<file path="src/rtl/add_sub_pkg.sv">
// Shared types and elaboration helpers for the iterative add/subtract unit.
// Holds the control-state encoding, the flag bundle and the chunk-count math.
package add_sub_pkg;

  typedef enum logic [1:0] {
    IDLE = 2'd0,
    RUN  = 2'd1,
    DONE = 2'd2
  } state_e;

  typedef struct packed {
    logic z;
    logic v;
    logic n;
    logic c;
  } flags_t;

  function automatic int calc_nchunk(input int width, input int chunk);
    return width / chunk;
  endfunction

  // A single-chunk configuration still needs a one-bit index register.
  function automatic int calc_idx_w(input int nchunk);
    return (nchunk > 1) ? $clog2(nchunk) : 1;
  endfunction

endpackage

</file>
<file path="src/rtl/add_chunk.sv">
// Combinational CHUNK-bit adder slice with carry-out and carry-into-MSB.
// The carry into the top bit drives the signed overflow check on the final slice.
module add_chunk #(
  parameter int CHUNK = 4
) (
  input  logic [CHUNK-1:0] a,
  input  logic [CHUNK-1:0] b,
  input  logic             cin,
  output logic [CHUNK-1:0] sum,
  output logic             cout,
  output logic             cmsb
);

  logic [CHUNK:0] full;

  assign full = {1'b0, a} + {1'b0, b} + {{CHUNK{1'b0}}, cin};
  assign sum  = full[CHUNK-1:0];
  assign cout = full[CHUNK];
  // The MSB sum bit is a ^ b ^ carry-in, so the carry-in falls out by xor.
  assign cmsb = full[CHUNK-1] ^ a[CHUNK-1] ^ b[CHUNK-1];

endmodule

</file>
<file path="src/rtl/add_sub_iter.sv">
// Multi-cycle add/subtract: CHUNK bits per clock through one shared adder slice,
// with a registered ripple carry and Z/V/N/C flags generated on the final slice.
module add_sub_iter
  import add_sub_pkg::*;
#(
  parameter int WIDTH = 32,
  parameter int CHUNK = 4
) (
  input  logic             clk,
  input  logic             rst_n,
  input  logic             in_valid,
  output logic             in_ready,
  input  logic [WIDTH-1:0] a,
  input  logic [WIDTH-1:0] b,
  input  logic             sub,
  input  logic             sign,
  output logic             out_valid,
  input  logic             out_ready,
  output logic [WIDTH-1:0] s,
  output logic             z,
  output logic             v,
  output logic             n,
  output logic             c,
  output logic             busy
);

  localparam int NCHUNK = calc_nchunk(WIDTH, CHUNK);
  localparam int IDX_W  = calc_idx_w(NCHUNK);
  localparam logic [IDX_W-1:0] LAST_IDX = IDX_W'(NCHUNK - 1);

  if ((WIDTH % CHUNK) != 0) begin : g_bad_chunk
    $error("add_sub_iter: WIDTH must be a multiple of CHUNK");
  end

  state_e              state_q;
  logic [WIDTH-1:0]    a_q;
  logic [WIDTH-1:0]    b_q;
  logic                carry_q;
  logic                sign_q;
  logic                sub_q;
  logic [IDX_W-1:0]    idx_q;
  logic                zacc_q;
  logic [WIDTH-1:0]    s_q;
  flags_t              flags_q;
  logic                in_ready_q;
  logic                out_valid_q;
  logic                busy_q;

  int                  chunk_base;
  logic [CHUNK-1:0]    chunk_a;
  logic [CHUNK-1:0]    chunk_b;
  logic [CHUNK-1:0]    chunk_sum;
  logic                chunk_cout;
  logic                chunk_cmsb;

  logic [WIDTH-1:0]    s_d;
  logic                zacc_d;
  flags_t              flags_d;
  logic                is_last;

  assign chunk_base = int'(idx_q) * CHUNK;
  assign chunk_a    = a_q[chunk_base +: CHUNK];
  assign chunk_b    = b_q[chunk_base +: CHUNK];
  assign is_last    = (idx_q == LAST_IDX);

  add_chunk #(.CHUNK(CHUNK)) u_add_chunk (
    .a    (chunk_a),
    .b    (chunk_b),
    .cin  (carry_q),
    .sum  (chunk_sum),
    .cout (chunk_cout),
    .cmsb (chunk_cmsb)
  );

  always_comb begin
    // NOTE: every output of this block gets a default before any conditional
    // update; leaving a path unassigned would infer a latch.
    s_d                      = s_q;
    s_d[chunk_base +: CHUNK] = chunk_sum;
    zacc_d                   = zacc_q & (chunk_sum == '0);
    flags_d.c                = chunk_cout;
    flags_d.v                = sign_q ? (chunk_cmsb ^ chunk_cout) : (chunk_cout ^ sub_q);
    flags_d.n                = sign_q & (chunk_sum[CHUNK-1] ^ flags_d.v);
    flags_d.z                = zacc_d;
  end

  // NOTE: all state below uses non-blocking assignment so every register
  // samples pre-edge values, independent of statement order.
  always_ff @(posedge clk or negedge rst_n) begin
    if (!rst_n) begin
      state_q     <= IDLE;
      a_q         <= '0;
      b_q         <= '0;
      carry_q     <= 1'b0;
      sign_q      <= 1'b0;
      sub_q       <= 1'b0;
      idx_q       <= '0;
      zacc_q      <= 1'b0;
      s_q         <= '0;
      flags_q     <= '0;
      in_ready_q  <= 1'b1;
      out_valid_q <= 1'b0;
      busy_q      <= 1'b0;
    end else begin
      case (state_q)
        IDLE: begin
          if (in_valid) begin
            a_q        <= a;
            // Subtraction is A + ~B + 1: invert B here, seed the carry with sub.
            b_q        <= b ^ {WIDTH{sub}};
            carry_q    <= sub;
            sign_q     <= sign;
            sub_q      <= sub;
            idx_q      <= '0;
            zacc_q     <= 1'b1;
            state_q    <= RUN;
            in_ready_q <= 1'b0;
            busy_q     <= 1'b1;
          end
        end
        RUN: begin
          s_q     <= s_d;
          carry_q <= chunk_cout;
          zacc_q  <= zacc_d;
          if (is_last) begin
            flags_q     <= flags_d;
            idx_q       <= '0;
            state_q     <= DONE;
            out_valid_q <= 1'b1;
          end else begin
            idx_q <= idx_q + 1'b1;
          end
        end
        DONE: begin
          if (out_ready) begin
            state_q     <= IDLE;
            out_valid_q <= 1'b0;
            in_ready_q  <= 1'b1;
            busy_q      <= 1'b0;
          end
        end
        default: begin
          state_q     <= IDLE;
          out_valid_q <= 1'b0;
          in_ready_q  <= 1'b1;
          busy_q      <= 1'b0;
        end
      endcase
    end
  end

  assign in_ready  = in_ready_q;
  assign out_valid = out_valid_q;
  assign busy      = busy_q;
  assign s         = s_q;
  assign z         = flags_q.z;
  assign v         = flags_q.v;
  assign n         = flags_q.n;
  assign c         = flags_q.c;

endmodule

</file>
<file path="config.mk">
export PLATFORM = sky130hd
export DESIGN_NAME = add_sub_iter
export DESIGN_NICKNAME = d
export VERILOG_FILES = /design/src/rtl/add_sub_pkg.sv /design/src/rtl/add_chunk.sv /design/src/rtl/add_sub_iter.sv
export SDC_FILE = /design/constraint.sdc
export NUM_CORES = 1
export LEC_CHECK = 0
export CORE_MARGIN = 4
export CORE_UTILIZATION = 35
export CTS_CLUSTER_DIAMETER = 40
export DETAILED_ROUTE_END_ITERATION = 16
export PLACE_DENSITY = 0.7
export SYNTH_ARGS = -nofsm -noshare
export SYNTH_HDL_FRONTEND = slang
export SYNTH_SLANG_ARGS = --single-unit
export TNS_END_PERCENT = 10
</file>
<file path="constraint.sdc">
create_clock -name clk -period 3.2 [get_ports clk]
set_input_delay 0.64 -clock clk [delete_from_list [all_inputs] [get_ports clk]]
set_output_delay 0.64 -clock clk [all_outputs]
set_load 0.01 [all_outputs]
</file>
==> results.md <==
* Status: finished clean
* Worst EP required at 3.42 ns
* VDD IR max at about 540 uV
* Clock Power Share at 0.134
* Seq pwr share at 0.302
* Synth Area in Compound Gates at 0.0733
* Prevailing post-synth register cell: dfrtp_1
* Site Rows at between 40 and 50
* CTS sink cnt at 112
* Pre-antenna DRT Iters at 4
* FILL cells at ~1.3k
* Slew headroom at 0.408
* CTS tree: built
* Avg WL per Cell at between 15 and 20 um
* Fraction of registers with async set/reset at 1.00
* Grt ovf at 0
* Final worst slack at 0.123 ns
* Fraction of layout cells with a size suffix above 1 at 0.190
* Cells after Synth at between 400 and 500
* Total power at 8300 uW
* Number of global-route vias before repair at between 3k and 4k
* Fmax achieved at ~330 MHz
* Hold Vio Cnt, Final at 0
* Unique masters post-synth at 42
* Hold Path Class: input pin to asynchronous set/reset pin
* CP Max Fanout at 11
* CTS Buf Count at 9
* Maxcap violations at 0
* Adder-cell share of the synthesized area at 0.0240
* Worst-path cell chain: buf_12, mux4_2, nand2_1, nand2_1, fa_1, inv_1, fa_2, nor2b_1, o21ai_0, or2b_4, xnor2_4, xnor2_1, a22o_1
* Fin crit share at 0.961
* Logic pwr share at 0.564
* Largest net degree at the start of global routing at 69
* Min cycle time layout at roughly 3 ns
* Simple-Gate Fraction of Synth Area at 0.0942
* Die area at 17300 um2
* Pins over their slew limit at 0
* Root Driver: clkbuf_16
* # DRC at 0
* Critical path startpoint category: register
* Pre-CTS setup slack at 0.0322 ns
* Port bufs at 108
* CP Capture Type: register
* WHS at 0.331 ns
* DIE HEIGHT at 131 um
* Most common cell on crit path: nand2_1
* Switching share of total power at 0.382
* Post-synth EDFFs at 0
* Worst-Skew Late Latency at 0.34 ns
* CTS clock-pin slew for the worst setup and hold paths at 0.07 ns
* Die Wd at 131 um
* Post-DRT Antenna Nets at 0
* Largest stage delay, worst path at approximately 0.50 ns
* Synth Cell Area at 5330 um2
* Yosys reg bits at 112
* DRT iter0 DRCs at around 190
* Via/cell ratio at a little under 5
* P per Cell Area at 1180 nW/um2
* Final setup fails at 0
* XOR/XNOR Fraction of Synth Area at 0.0677
* First-pass GRT wire length at between 20000 and 25000 um
* GPL Wtd Cong at 0.792
* Hpwl dp at 9380 um
* Largest family of logic cells by synthesized area: multiplexers
* I/O pin count at 109
* Initial Util at 0.362
* Crit-path leading delay family: adder cells
* Arrival @ worst endpoint at 3.30 ns
* Critical path buffers and inverters at 2
* Area grow syn2layout at 31.6%
* Synthesis Warnings at 0
* Htree depth at 3
* Post-synthesis mux area share at 0.183
* Worst Tran Pin Value at 0.888 ns
* NetSw at 3170 uW
* Clock Path Buffers at 2
* Slowest library cell on the worst path: mux4_2
* Nets at 648
* Core area at 14700 um2
* Critical path class: register to register
* Int Pwr at between 5000 and 6000 uW
* Skew final at just over 0.008 ns
* GRT Util Overall at 0.142
* Inserted Diodes at 0
* Syn_nets at 535
* Mapped Avg Cell Area at around 12 um2
* Pleak at 0.00290 uW
* Initial antenna violation count at 0
* Seq/Total Area, Yosys at 0.526
* Via count at 3740
* Drt total wl at 12100 um
-- flip-flops by register name (all words and copies together), names as in the netlist --
signal / cells
b_q: 32
z: 1
state_q: 2
zacc_q: 1
out_valid: 1
s: 32
v: 1
busy: 1
c: 1
idx_q: 3
n: 1
sign_q: 1
in_ready: 1
carry_q: 1
a_q: 32
sub_q: 1
-- synth_stat cells (2+ instances only) --
library cell / number / share of area
mux2_2: 50 / 0.11
dfrtp_1: 111 / 0.52
mux4_2: 15 / 0.063
nand3_1: 8 / 0.0075
nand2b_1: 2 / 0.0023
buf_2: 9 / 0.0085
buf_1: 3 / 0.0021
o31ai_1: 3 / 0.0042
a22o_1: 2 / 0.0033
xnor2_1: 37 / 0.061
nor3_1: 3 / 0.0028
fa_1: 2 / 0.0075
mux2i_1: 5 / 0.0094
and2_1: 3 / 0.0035
nand2_1: 46 / 0.032
inv_1: 15 / 0.011
nor2b_1: 5 / 0.0059
ha_1: 7 / 0.016
a21oi_1: 38 / 0.036
o21ai_0: 20 / 0.019
clkbuf_1: 9 / 0.0063
nor2_1: 42 / 0.030
nand3b_1: 2 / 0.0028
-- layer usage --
layer	routed length, um	GRT usage
met1	5230	0.174
met2	6200	0.254
met4	118	0.0309
met5	0	0
met3	544	0.0363
-- power by group through the flow --
stage	clock network [uW]	logic [uW]	registers (uW)
finish	1110	4680	2510
global route	1200	5110	2590
CTS	1150	4460	2520
detailed placement	0	4440	2550
global placement	0	4280	2520
floorplan	0	2960	2440
-- kinds of logic after synthesis --
kind of cell / count (synthesis)
and+or+nand+nor: 116
DFF: 112
muxes: 71
AOI/OAI and AO/OA: 70
xor gates and xnor gates: 39
buffers and inverters: 39
adders and majority gates: 9
-- path summary, 6_finish.rpt --
path,slack [ns],from,endpoint,depth (start not counted)
setup / recovery,0.12,idx_q[0],n,13
hold / removal,0.33,rst_n,s[27],1
setup reg to reg,0.12,idx_q[0],n,13
hold reg to reg,0.49,s[20],s[20],2
max in group asynchronous,2.10,rst_n,b_q[24],2
min in group clk,0.49,s[20],s[20],2
-- final cells by class --
class | instances | area [um2] | share of cell area
well taps | 184 | 230 | 0.0329
clock buffers | 11 | 243 | 0.0346
inverters | 16 | 60.1 | 0.00857
flip-flops and latches | 112 | 2810 | 0.400
repair buffers | 125 | 1240 | 0.177
clock inverters | 4 | 53.8 | 0.00768
multi-input cells | 305 | 2380 | 0.339
-- worst register-to-register path: cells and delay by family (launching register included) --
family / cells / cell delay, ns
flops: 1 / 0.39
buf+inv: 2 / 0.25
mux: 1 / 0.50
xor+xnor: 2 / 0.28
simple gates: 4 / 0.54
fa+ha+maj: 2 / 0.63
compound gates: 2 / 0.36
-- cell usage in the layout, fill, tap and decap left out, drive strengths merged, types with 5 or more instances in the layout --
master         instances
o21ai                 20
a21oi                 38
xnor2                 38
dfrtp                111
inv                   16
mux2                  50
nand2                 46
mux2i                  6
nor2                  43
ha                     7
mux4                  15
clkdlybuf4s50        106
nand3                  8
clkbuf                11
nor2b                  5
buf                   19
-- metrics by stage --
step | area, um2 | utilization | setup TNS [ns] | cells
floorplan | 5330 | - | 0 | 456
global placement | 6640 | 0.452 | 0 | 735
detailed placement | 6640 | 0.452 | 0 | 735
CTS | 6940 | 0.472 | 0 | 750
global route | 7010 | 0.477 | -0.0906 | 757
finish | 7010 | 0.477 | 0 | 757
-- timing repair --
item,CTS,global route
buffers inserted,0,7
endpoints found under the setup margin,0,3
resized for setup,0,5
hold buffers,0,0
Note: power is estimated with default switching activity, not from simulation.
